--- src/rtl/cpu_seq_pkg.sv ---
// Shared types and constants for the fetch/execute sequencer of the 8-bit CPU.
package cpu_seq_pkg;

    typedef enum logic [2:0] {
        ST_IDLE     = 3'd0,
        ST_FETCH_HI = 3'd1,
        ST_FETCH_LO = 3'd2,
        ST_MEM      = 3'd3,
        ST_EXEC     = 3'd4,
        ST_FAULT    = 3'd5
    } seq_state_e;

    localparam logic [3:0]  OP_LD       = 4'b0010;
    localparam logic [3:0]  OP_ST       = 4'b0100;
    localparam logic [15:0] RESET_INSTR = 16'h0000;

    // Loads and stores need a data-memory phase before commit.
    function automatic logic is_mem_op(input logic [15:0] instr);
        return (instr[15:12] == OP_LD) || (instr[15:12] == OP_ST);
    endfunction

endpackage

--- src/rtl/wait_timer.sv ---
// Consecutive not-ready cycle counter; flags expiry on the WAIT_MAX-th stalled cycle.
module wait_timer #(
    parameter int unsigned WAIT_MAX = 8
) (
    input  logic clk,
    input  logic rst_n,
    input  logic clear,
    input  logic count_en,
    output logic expired
);

    localparam int unsigned   CW      = (WAIT_MAX == 0) ? 1 : $clog2(WAIT_MAX + 1);
    localparam logic          ENABLED = (WAIT_MAX != 0) ? 1'b1 : 1'b0;
    localparam logic [CW-1:0] LIMIT   = (WAIT_MAX == 0) ? '0 : CW'(WAIT_MAX - 1);

    logic [CW-1:0] count_q;
    logic [CW-1:0] count_d;

    // Expiry must not depend on clear, since clear is derived from the next state.
    always_comb begin
        expired = ENABLED && count_en && (count_q == LIMIT);
    end

    // Next count: clear wins, otherwise count stalled cycles up to the limit.
    always_comb begin
        count_d = count_q;
        if (clear) begin
            count_d = '0;
        end else if (ENABLED && count_en && (count_q != LIMIT)) begin
            count_d = count_q + CW'(1);
        end else begin
            count_d = count_q;
        end
    end

    // Counter register.
    always_ff @(posedge clk or negedge rst_n) begin
        if (!rst_n) begin
            count_q <= '0;
        end else begin
            count_q <= count_d;
        end
    end

endmodule

--- src/rtl/fetch_sequencer.sv ---
// Two-byte instruction fetch, optional data-memory stall, one-cycle STEP commit,
// with a sticky fault when any memory stalls past WAIT_MAX cycles.
module fetch_sequencer
    import cpu_seq_pkg::*;
#(
    parameter int unsigned WAIT_MAX = 8
) (
    input  logic        CLK,
    input  logic        RESET_L,
    input  logic        EN_L,
    input  logic [7:0]  PC,
    output logic [7:0]  IADDR,
    output logic        IREQ,
    input  logic        IRDY,
    input  logic [7:0]  IDATA,
    output logic        DREQ,
    input  logic        DRDY,
    output logic [15:0] Iout,
    output logic        STEP,
    output logic        BUSY,
    output logic        FAULT
);

    seq_state_e  state_q;
    seq_state_e  state_d;
    logic [7:0]  hi_q;
    logic [7:0]  hi_d;
    logic [15:0] iout_q;
    logic [15:0] iout_d;
    logic        wait_cnt_en_s;
    logic        timer_clear_s;
    logic        timer_expired_s;

    // Stall detection: the ready that matters depends on which request is open.
    always_comb begin
        wait_cnt_en_s = 1'b0;
        case (state_q)
            ST_FETCH_HI: wait_cnt_en_s = !IRDY;
            ST_FETCH_LO: wait_cnt_en_s = !IRDY;
            ST_MEM:      wait_cnt_en_s = !DRDY;
            default:     wait_cnt_en_s = 1'b0;
        endcase
    end

    // Restart the stall count whenever the sequencer moves on.
    always_comb begin
        timer_clear_s = (state_d != state_q);
    end

    wait_timer #(
        .WAIT_MAX (WAIT_MAX)
    ) u_wait_timer (
        .clk      (CLK),
        .rst_n    (RESET_L),
        .clear    (timer_clear_s),
        .count_en (wait_cnt_en_s),
        .expired  (timer_expired_s)
    );

    // State register.
    always_ff @(posedge CLK or negedge RESET_L) begin
        if (!RESET_L) begin
            state_q <= ST_IDLE;
        end else begin
            state_q <= state_d;
        end
    end

    // Next-state logic; a granted ready always beats an expiring timer.
    always_comb begin
        state_d = state_q;
        case (state_q)
            ST_IDLE: begin
                if (!EN_L) state_d = ST_FETCH_HI;
                else       state_d = ST_IDLE;
            end
            ST_FETCH_HI: begin
                if (IRDY)                 state_d = ST_FETCH_LO;
                else if (timer_expired_s) state_d = ST_FAULT;
                else                      state_d = ST_FETCH_HI;
            end
            ST_FETCH_LO: begin
                if (IRDY)                 state_d = is_mem_op({hi_q, IDATA}) ? ST_MEM : ST_EXEC;
                else if (timer_expired_s) state_d = ST_FAULT;
                else                      state_d = ST_FETCH_LO;
            end
            ST_MEM: begin
                if (DRDY)                 state_d = ST_EXEC;
                else if (timer_expired_s) state_d = ST_FAULT;
                else                      state_d = ST_MEM;
            end
            ST_EXEC: begin
                if (EN_L) state_d = ST_IDLE;
                else      state_d = ST_FETCH_HI;
            end
            ST_FAULT: state_d = ST_FAULT;
            default:  state_d = ST_IDLE;
        endcase
    end

    // Output decode from state and PC only.
    always_comb begin
        IADDR = PC;
        IREQ  = 1'b0;
        DREQ  = 1'b0;
        STEP  = 1'b0;
        BUSY  = 1'b0;
        FAULT = 1'b0;
        case (state_q)
            ST_FETCH_HI: begin
                IREQ = 1'b1;
                BUSY = 1'b1;
            end
            ST_FETCH_LO: begin
                IADDR = PC + 8'd1;
                IREQ  = 1'b1;
                BUSY  = 1'b1;
            end
            ST_MEM: begin
                DREQ = 1'b1;
                BUSY = 1'b1;
            end
            ST_EXEC: begin
                STEP = 1'b1;
                BUSY = 1'b1;
            end
            ST_FAULT: FAULT = 1'b1;
            default: begin
                IADDR = PC;
            end
        endcase
    end

    // Byte capture: high byte first, then the full word updates Iout in one step.
    always_comb begin
        hi_d   = hi_q;
        iout_d = iout_q;
        if ((state_q == ST_FETCH_HI) && IRDY) begin
            hi_d = IDATA;
        end else if ((state_q == ST_FETCH_LO) && IRDY) begin
            iout_d = {hi_q, IDATA};
        end else begin
            hi_d   = hi_q;
            iout_d = iout_q;
        end
    end

    // Holding byte and instruction register.
    always_ff @(posedge CLK or negedge RESET_L) begin
        if (!RESET_L) begin
            hi_q   <= 8'h00;
            iout_q <= RESET_INSTR;
        end else begin
            hi_q   <= hi_d;
            iout_q <= iout_d;
        end
    end

    assign Iout = iout_q;

endmodule
--- config.mk ---
export PLATFORM = sky130hd
export DESIGN_NAME = fetch_sequencer
export DESIGN_NICKNAME = d
export VERILOG_FILES = /design/src/rtl/cpu_seq_pkg.sv /design/src/rtl/wait_timer.sv /design/src/rtl/fetch_sequencer.sv
export SDC_FILE = /design/constraint.sdc
export NUM_CORES = 1
export LEC_CHECK = 0
export ABC_AREA = 1
export CORE_ASPECT_RATIO = 1.5
export CORE_MARGIN = 5
export CORE_UTILIZATION = 45
export DETAILED_ROUTE_END_ITERATION = 10
export HOLD_SLACK_MARGIN = 0.03
export PLACE_DENSITY = 0.76
export REMOVE_ABC_BUFFERS = 1
export SLEW_MARGIN = 20
export SYNTH_ARGS = -nofsm -noshare
export SYNTH_HDL_FRONTEND = slang
export SYNTH_HIERARCHICAL = 1
export SYNTH_SLANG_ARGS = --single-unit
--- constraint.sdc ---
create_clock -name CLK -period 2.8 [get_ports CLK]
set_input_delay 0.56 -clock CLK [delete_from_list [all_inputs] [get_ports CLK]]
set_output_delay 0.56 -clock CLK [all_outputs]
set_load 0.02 [all_outputs]
==> reports/qor_table.md, run 1 <==
| Group | Quantity | Value |
|---|---|---|
| placement | RD Place Congestion | 0.8353 |
| grt | First-pass GRT wire length | 6175 um |
| min path | Worst min-delay path class | reg2reg |
| placement | Placed Instances | 290 |
| yosys | Ranking of synthesized cells by area | sky130_fd_sc_hd__dfrtp_1 48%, sky130_fd_sc_hd__nand2_1 13%, sky130_fd_sc_hd__inv_1 5.1% |
| detailed routing | Antenna viol nets, final | 0 |
| power and ir drop | Leakage power of the design | 1.169 nW |
| timing | Highest clock frequency the design can meet | 0.3763 GHz |
| min path | Hold worst-path end | Iout[10] |
| placement | Worst setup slack before clock tree synthesis | -0.1434 ns |
| power and ir drop | Worst IR drop on VDD | 0.8167 mV |
| floorplan | Initial core utilization | 46.84% |
| worst setup path | Worst flop-to-flop path endpoint | u_wait_timer/count_q[3] |
| worst setup path | R2R setup slack | 0.44 ns |
| detailed routing | Initial drt markers | 25 |
| yosys | Proportion of synthesized flip-flops having asynchronous set or reset | 100.0% |
| worst setup path | Worst setup path class | in2out |
| worst setup path | Worst reg2reg path depth | 19 |
| detailed routing | Drt pass-1 iters | 4 |
| floorplan | DIE AREA | 4912 sq um |
| yosys | Synth unique cells | 27 |
| yosys | Leading post-synthesis cells by instance count | 57 x sky130_fd_sc_hd__nand2_1, 31 x sky130_fd_sc_hd__dfrtp_1, 22 x sky130_fd_sc_hd__inv_1 |
| power and ir drop | Proportion of power drawn by flip-flops and latches | 32.5% |
| detailed routing | Mean routed wirelength per cell | 11.87 um |
| yosys | Count of flip-flops with a built-in enable after synthesis | 0 |
| floorplan | I/O pin total | 50 |
| power and ir drop | Clock share of power | 19.4% |
| power and ir drop | Combinational cell fraction of total power | 48.1% |
| floorplan | Core ar. | 3448 sq um |
| yosys | Yosys top cell by area | sky130_fd_sc_hd__dfrtp_1 |
| timing | Final Hold Viols | 0 |
| floorplan | Site Rows | 26 |
| grt | Total global-route track usage | 15.90% |
| worst setup path | Max stage delay on crit path | 0.49 ns |
| power and ir drop | Switching part of the total power | 39.68% |
| worst setup path | Standard cell with the maximum stage delay on the critical path | sky130_fd_sc_hd__clkdlybuf4s50_1 |
| yosys | Sequential area share after synthesis | 48.02% |
| grt | Busiest layer in global routing | met2 |
| flow run | Max-cap violations | 0 |
| worst setup path | Max FO, Critical Path | 2 |
| timing | Final-report max-slew violation count | 0 |
| power and ir drop | Net switching power of the design | 0.9262 mW |
| clock network | Maximum root-to-sink buffer count | 2 |
| grt | Routing usage on met2 | 27.36% |
| grt | Number of antenna violations at the first check in global routing | 0 |
| cells and area | Share of post-route cells with drive strength above 1 | 12.11% |
| detailed routing | Remaining design rule violation count | 0 |
| worst setup path | Critical path capture point type | output port |
| outcome | Run status | finished clean |
| clock network | Clock-pin slew of the registers on the worst-case setup and hold paths | 0.06 ns |
| floorplan | Die extent in x | 58.92 um |
| cells and area | # diodes | 0 |
| cells and area | Signed area change from the synthesized netlist to the final layout | 43.07% |
| grt | Vias in the first global route | 1,468 |
| worst setup path | Arrival time at the worst endpoint | 2.10 ns |
| detailed routing | Overall via count from detail_route | 1,443 |
| cells and area | Final cell count without fillers | 298 |
| grt | Global routing met1 resource utilization | 17.87% |
| timing | Fraction of the cycle the final worst path needs | 94.91% |
| cells and area | Final nets | 278 |
| grt | Pin count of the biggest net entering global routing | 32 |
| grt | Residual overflow from global routing | 0 |
| clock network | CTS tree | yes |
| floorplan | Die Span Y | 83.38 um |
| clock network | Level count of the clock H-tree | 2 |
| yosys | Syn Std Cell Area | 1615 sq um |
| clock network | Clock tree sinks | 31 |
| power and ir drop | Ratio of total power to cell area | 1010 nW/um^2 |
| timing | Worst slew pin tran | 0.3920 ns |
| min path | Hold wc startpoint | Iout[10] |
| yosys | Post-synth top flop | sky130_fd_sc_hd__dfrtp_1 |
| timing | Final critical delay including setup and external delays | 2.658 ns |
| yosys | Fraction of post-synthesis cell area in the top cell type by area | 48.02% |
| clock network | Num CTS Buffers | 5 |
| worst setup path | Crit path cell chain | clkdlybuf4s50_1, ha_1, inv_1, nor3_2, nand3_1, xnor2_1, clkdlybuf4s15_1 |
| worst setup path | Reg2Reg Launch Point | state_q[0] |
| timing | RSZ-0062 raised after global routing | no |
| yosys | Number of cells produced by synthesis | 195 |
| yosys | Register bit total from synthesis | 31 |
| grt | Met3 track demand over resource | 5.435% |
| timing | Relative slew slack | 73.81% |
| detailed routing | Routed WL | 3537 um |
| worst setup path | Worst Path Required | 2.24 ns |
| timing | Setup Skew | 0.004333 ns |
| timing | Final count of negative-setup-slack endpoints | 0 |
| timing | Worst Slack Setup Final | 0.1424 ns |
| placement | Number of port buffers | 49 |
| power and ir drop | Internal power | 1.408 mW |
| placement | Post-detail-place hpwl | 2710 um |
| yosys | Dominant cell by count in the synthesized netlist | sky130_fd_sc_hd__nand2_1 |
| yosys | Yosys warning total | 6 |
| detailed routing | Per-cell via count in the routed design | 4.842 |
| yosys | Syn_area_per_cell | 8.284 sq um |
| worst setup path | Startpoint type of the worst setup path | input port |
| min path | Number of stages on the worst hold path | 1 |
| clock network | Clock tree root buffer cell | sky130_fd_sc_hd__clkbuf_8 |
| clock network | Clock insertion delay at the later pin of the skew report | 0.28 ns |
[layer usage]
layer | wire length [um] | share of wire [%]
met2 | 1809 | 51
met5 | 0 | 0
met1 | 1407 | 40
met4 | 51 | 1.4
met3 | 269 | 7.6
[metrics by stage]
stage | hold WS (ns) | area [sq um] | utilization, % | TNS (ns) | total power, mW
global placement | 0.4626 | 2196 | 63.68 | -0.1969 | 1.888
CTS | 0.4924 | 2307 | 66.91 | 0 | 2.368
detailed placement | 0.4759 | 2196 | 63.68 | -0.3701 | 1.910
floorplan | 0.2644 | 1593 | - | 0 | 1.415
finish | 0.4895 | 2311 | 67.02 | 0 | 2.334
global route | 0.5164 | 2311 | 67.02 | 0 | 2.516
[power by group through the flow]
stage	registers, mW	logic (mW)	clock network (mW)
CTS	0.760	1.14	0.463
finish	0.759	1.12	0.452
detailed placement	0.762	1.15	0
floorplan	0.865	0.550	0
global placement	0.760	1.13	0
global route	0.790	1.25	0.480
[state kept, by name (all words and copies together) (netlist names)]
signal and count:
state_q 3, hi_q 8, Iout 16, u_wait_timer/count_q 4
[critical path: cells and delay by family]
kind / cells / cell delay (ns)
AND/OR/NAND/NOR: 2 / 0.37
XOR/XNOR: 1 / 0.15
buffers and inverters: 3 / 0.85
adder cells (fa/ha/maj): 1 / 0.15
[cells in the final DEF, fill, tap and decap left out, types with 2 or more instances in the layout]
| cell type | instances |
|---|---|
| sky130_fd_sc_hd__inv_1 | 22 |
| sky130_fd_sc_hd__ha_1 | 2 |
| sky130_fd_sc_hd__nand4_1 | 6 |
| sky130_fd_sc_hd__clkdlybuf4s50_1 | 43 |
| sky130_fd_sc_hd__nand3_1 | 10 |
| sky130_fd_sc_hd__nor2_2 | 4 |
| sky130_fd_sc_hd__o21ai_0 | 8 |
| sky130_fd_sc_hd__nor2_1 | 12 |
| sky130_fd_sc_hd__mux2_1 | 6 |
| sky130_fd_sc_hd__nand2_1 | 57 |
| sky130_fd_sc_hd__clkbuf_8 | 6 |
| sky130_fd_sc_hd__dlygate4sd2_1 | 4 |
| sky130_fd_sc_hd__xnor2_1 | 3 |
| sky130_fd_sc_hd__dfrtp_1 | 31 |
| sky130_fd_sc_hd__xor2_1 | 4 |
| sky130_fd_sc_hd__nor3_2 | 2 |
| sky130_fd_sc_hd__buf_4 | 8 |
| sky130_fd_sc_hd__o21ai_1 | 10 |
| sky130_fd_sc_hd__inv_2 | 5 |
[worst max-delay path by stage]
stage	cells after the start	end	startpoint	slack (ns)
after floorplan	17	u_wait_timer/count_q[3]	state_q[0]	0.60
after global placement	7	IADDR[6]	PC[0]	-0.09
after detailed placement	7	IADDR[6]	PC[0]	-0.14
after CTS	6	IADDR[2]	PC[0]	0.07
after global routing	7	IADDR[6]	PC[0]	0.01
final	7	IADDR[6]	PC[0]	0.14
[layout make-up]
class	count	area, sq um
clock inverters	2	35.03
flip-flops and latches	31	775.7
clock buffers	6	82.58
inverters	27	101.3
well taps	42	52.55
fillers	287	1137
repair buffers	57	548.0
multi-input cells	133	715.7
[timing repair]
item,in CTS,in global routing
gates resized for setup,5,2
buffers inserted,0,0
pin swaps,0,0
endpoints found under the setup margin,5,2
hold buffers,0,0
[kinds of logic after synthesis]
group	Yosys count	share of synthesized area (%)
simple gates	98	28.35
buf+inv	31	7.669
flops	31	48.02
compound gates	20	6.429
xor+xnor	7	3.796
mux	6	4.183
fa+ha+maj	2	1.549
Power figures use the tool's default switching activity.
==> run 2: changes to the inputs <==
--- a/config.mk
+++ b/config.mk
@@ -8,13 +8,12 @@
 export ABC_AREA = 1
 export CORE_ASPECT_RATIO = 1.5
 export CORE_MARGIN = 5
-export CORE_UTILIZATION = 45
+export CORE_UTILIZATION = 40
 export DETAILED_ROUTE_END_ITERATION = 10
 export HOLD_SLACK_MARGIN = 0.03
-export PLACE_DENSITY = 0.76
+export PLACE_DENSITY = 0.68
 export REMOVE_ABC_BUFFERS = 1
 export SLEW_MARGIN = 20
 export SYNTH_ARGS = -nofsm -noshare
 export SYNTH_HDL_FRONTEND = slang
-export SYNTH_HIERARCHICAL = 1
 export SYNTH_SLANG_ARGS = --single-unit
==> run 2 against run 1 <==
Compared with the run above: routed wire length grew 3.3%; setup slack lost 0.046 ns; cell count shrank 2.3%; clock-buffer cell count unchanged; synthesized cell count is 3.6% lower; die area up 13%; hold slack better by 0.0042 ns; largest power group unchanged.
==> reports/qor_table.md, run 2 <==
| Group | Quantity | Value | Delta |
|---|---|---|---|
| grt | Busiest layer in global routing | met2 |  |
| floorplan | Die Span Y | 88.73 um | +6.4% |
| clock network | Clock-pin slew of the registers on the worst-case setup and hold paths | 0.06 ns | about the same |
| yosys | Sequential area share after synthesis | 46.93% | -1.1 points |
| yosys | Register bit total from synthesis | 31 | unchanged |
| power and ir drop | Worst IR drop on VDD | 0.6085 mV | -25% |
| yosys | Ranking of synthesized cells by area | sky130_fd_sc_hd__dfrtp_1 47%, sky130_fd_sc_hd__nand2_1 11%, sky130_fd_sc_hd__o21ai_0 5.5% |  |
| yosys | Yosys top cell by area | sky130_fd_sc_hd__dfrtp_1 |  |
| cells and area | # diodes | 0 | unchanged |
| clock network | Clock tree root buffer cell | sky130_fd_sc_hd__clkbuf_8 |  |
| yosys | Fraction of post-synthesis cell area in the top cell type by area | 46.93% | -1.1 points |
| detailed routing | Mean routed wirelength per cell | 12.56 um | +5.8% |
| yosys | Post-synth top flop | sky130_fd_sc_hd__dfrtp_1 |  |
| timing | Highest clock frequency the design can meet | 0.3699 GHz | -1.7% |
| yosys | Proportion of synthesized flip-flops having asynchronous set or reset | 100.0% | unchanged |
| yosys | Count of flip-flops with a built-in enable after synthesis | 0 | unchanged |
| floorplan | Initial core utilization | 41.75% | -5.1 points |
| flow run | Max-cap violations | 0 | unchanged |
| clock network | CTS hold repair buffers | 0 | unchanged |
| timing | Final count of negative-setup-slack endpoints | 0 | unchanged |
| timing | Fraction of the cycle the final worst path needs | 96.54% | +1.6 points |
| yosys | Number of cells produced by synthesis | 188 | -3.6% |
| clock network | Num CTS Buffers | 5 | unchanged |
| clock network | Maximum root-to-sink buffer count | 2 | unchanged |
| timing | RSZ-0062 raised after global routing | no |  |
| placement | Worst setup slack before clock tree synthesis | -0.1665 ns | -0.02313 ns |
| worst setup path | Critical path capture point type | output port |  |
| power and ir drop | Total design power | 2.439 mW | +4.5% |
| timing | Final-report max-slew violation count | 0 | unchanged |
| grt | Met3 track demand over resource | 3.304% | -2.1 points |
| clock network | Clock insertion delay at the later pin of the skew report | 0.28 ns | about the same |
| grt | Pin count of the biggest net entering global routing | 32 | unchanged |
| power and ir drop | Ratio of total power to cell area | 1052 nW/um^2 | +4.2% |
| clock network | Clock tree sinks | 31 | unchanged |
| grt | Vias in the first global route | 1,401 | -4.6% |
| timing | Final Hold Viols | 0 | unchanged |
| worst setup path | Worst Path Required | 2.24 ns | about the same |
| grt | Residual overflow from global routing | 0 | unchanged |
| worst setup path | Worst setup path class | in2out |  |
| timing | Relative slew slack | 73.85% | about the same |
| detailed routing | Remaining design rule violation count | 0 | unchanged |
| worst setup path | Arrival time at the worst endpoint | 2.14 ns | +0.04 ns |
| floorplan | Die extent in x | 62.49 um | +6.1% |
| detailed routing | Drt pass-1 iters | 4 | unchanged |
| cells and area | Most frequent standard cell in the layout excluding fill and tap cells | sky130_fd_sc_hd__nand2_1 |  |
| timing | Setup TNS after final layout | 0 ns | unchanged |
| outcome | Run status | finished clean |  |
| worst setup path | Startpoint type of the worst setup path | input port |  |
| clock network | Buffer count from post-CTS setup fixing | 0 | unchanged |
| grt | Total global-route track usage | 14.29% | -1.6 points |
| timing | Worst Slack Setup Final | 0.09681 ns | -0.04562 ns |
| yosys | Syn Std Cell Area | 1653 sq um | +2.3% |
| clock network | Level count of the clock H-tree | 2 | unchanged |
| floorplan | I/O pin total | 50 | unchanged |
| cells and area | Leading cell types in the layout, fill and taps excluded | 47 x sky130_fd_sc_hd__nand2_1, 44 x sky130_fd_sc_hd__clkdlybuf4s50_1, 31 x sky130_fd_sc_hd__dfrtp_1, 23 x sky130_fd_sc_hd__inv_1, 18 x sky130_fd_sc_hd__o21ai_0 |  |
| cells and area | Final nets | 269 | -3.2% |
| cells and area | Fill count | 371 | +29% |
| floorplan | Site Rows | 28 | +7.7% |
| yosys | Syn_area_per_cell | 8.792 sq um | +6.1% |
| timing | Worst slew pin tran | 0.3923 ns | +0.0003722 ns |
| yosys | Yosys warning total | 0 | -6 |
| floorplan | DIE AREA | 5544 sq um | +13% |
| timing | Setup Skew | 0.002337 ns | -0.001996 ns |
| timing | Final hold slack | 0.4937 ns | +0.004196 ns |
| placement | RD Place Congestion | 0.7470 | -11% |
| power and ir drop | Leakage power of the design | 1.129 nW | -3.4% |
| cells and area | Flip-flop count of the largest register, all copies and words added | 16 | unchanged |
| timing | Final critical delay including setup and external delays | 2.703 ns | +0.04562 ns |
| detailed routing | Initial drt markers | 55 | +120% |
| grt | First-pass GRT wire length | 6272 um | +1.6% |
| grt | Routing usage on met2 | 26.70% | -0.67 points |
| clock network | CTS tree | yes |  |
| worst setup path | Max FO, Critical Path | 3 | +1 |
| cells and area | Post-route core utilization | 58.53% | -8.5 points |
| placement | Number of port buffers | 49 | unchanged |
| yosys | Leading post-synthesis cells by instance count | 47 x sky130_fd_sc_hd__nand2_1, 31 x sky130_fd_sc_hd__dfrtp_1, 23 x sky130_fd_sc_hd__inv_1 |  |
| detailed routing | Antenna viol nets, final | 0 | unchanged |
| cells and area | Share of post-route cells with drive strength above 1 | 19.11% | +7.0 points |
| detailed routing | Per-cell via count in the routed design | 4.842 | about the same |
| detailed routing | Routed WL | 3655 um | +3.3% |
| floorplan | Core ar. | 3959 sq um | +15% |
| grt | Global routing met1 resource utilization | 15.50% | -2.4 points |
| yosys | Synth unique cells | 27 | unchanged |
| grt | Number of antenna violations at the first check in global routing | 0 | unchanged |
| cells and area | Signed area change from the synthesized netlist to the final layout | 40.20% |  |
| placement | Post-detail-place hpwl | 2806 um | +3.5% |
| yosys | Dominant cell by count in the synthesized netlist | sky130_fd_sc_hd__nand2_1 |  |
| detailed routing | Overall via count from detail_route | 1,409 | -2.4% |
| min path | Worst min-delay path class | reg2reg |  |
-- run 2: repair_timing --
item / 4_1_cts / 5_1_grt
endpoints found under the hold margin: 0 / 0
gates resized for setup: 4 / 1
setup endpoints to repair: 4 / 1
-- run 2: logic make-up after synthesis --
| group | count (synthesis) | synth area share, % |
|---|---|---|
| DFF | 31 | 46.93 |
| AOI/OAI and AO/OA | 22 | 7.116 |
| and+or+nand+nor | 87 | 26.80 |
| adders and majority gates | 2 | 1.514 |
| xor gates and xnor gates | 7 | 3.709 |
| buffers and inverters | 31 | 7.569 |
| muxes | 8 | 6.359 |
-- run 2: metrics by stage --
| step | std cells | instance area, sq um |
|---|---|---|
| after detailed placement | 284 | 2217 |
| after CTS | 291 | 2315 |
| final | 291 | 2317 |
| after floorplan | 185 | 1633 |
| after global placement | 284 | 2217 |
| after global routing | 291 | 2317 |
-- run 2: area by class of cell --
class,instances,area [sq um],share of cell area [%]
repair buffers,54,525.5,22.68
clock inverters,1,30.03,1.296
inverters,28,105.1,4.536
clock buffers,6,72.57,3.132
well taps,45,56.30,2.430
multi-input cells,126,752.0,32.45
flip-flops and latches,31,775.7,33.48
-- run 2: where the power goes --
part	total, mW	switching [mW]	leakage, nW	internal [mW]
registers	0.759	0.110	0.390	0.650
clock network	0.416	0.155	0.0513	0.260
logic	1.26	0.698	0.688	0.565
total	2.44	0.963	1.13	1.48
-- run 2: critical path, cell delays in order --
cell                              delay (ns)
sky130_fd_sc_hd__clkdlybuf4s50_1        0.51
sky130_fd_sc_hd__ha_1                   0.18
sky130_fd_sc_hd__inv_1                  0.06
sky130_fd_sc_hd__nor3b_2                0.23
sky130_fd_sc_hd__nor2_1                 0.07
sky130_fd_sc_hd__clkdlybuf4s50_1        0.54
-- run 2: path summary, 6_finish.rpt --
check | from | endpoint | slack (ns) | cells past startpoint
worst max-delay path | PC[1] | IADDR[2] | 0.1 | 6
worst min-delay path | Iout[12] | Iout[12] | 0.49 | 2
worst max register to register | u_wait_timer.count_q[0] | u_wait_timer.count_q[3] | 1.15 | 10
worst min register to register | Iout[12] | Iout[12] | 0.49 | 2
max in group asynchronous | RESET_L | u_wait_timer.count_q[0] | 1.84 | 2
min in group asynchronous | RESET_L | Iout[6] | 0.67 | 2
-- run 2: layer usage --
| layer | vias up | part of all wire, % | wire length, um |
|---|---|---|---|
| met4 | 0 | 0.93 | 34 |
| li1 | 706 | - | - |
| met2 | 39 | 55 | 2017 |
| met5 | - | 0 | 0 |
| met3 | 2 | 4.0 | 147 |
| met1 | 662 | 40 | 1456 |
==> run 3: changes to the inputs <==
--- a/config.mk
+++ b/config.mk
@@ -6,6 +6,7 @@
 export NUM_CORES = 1
 export LEC_CHECK = 0
 export ABC_AREA = 1
+export CAP_MARGIN = 20
 export CORE_ASPECT_RATIO = 1.5
 export CORE_MARGIN = 5
 export CORE_UTILIZATION = 40
==> results of run 3 <==
Final layout, timing and power as in run 2 (identical DEF).
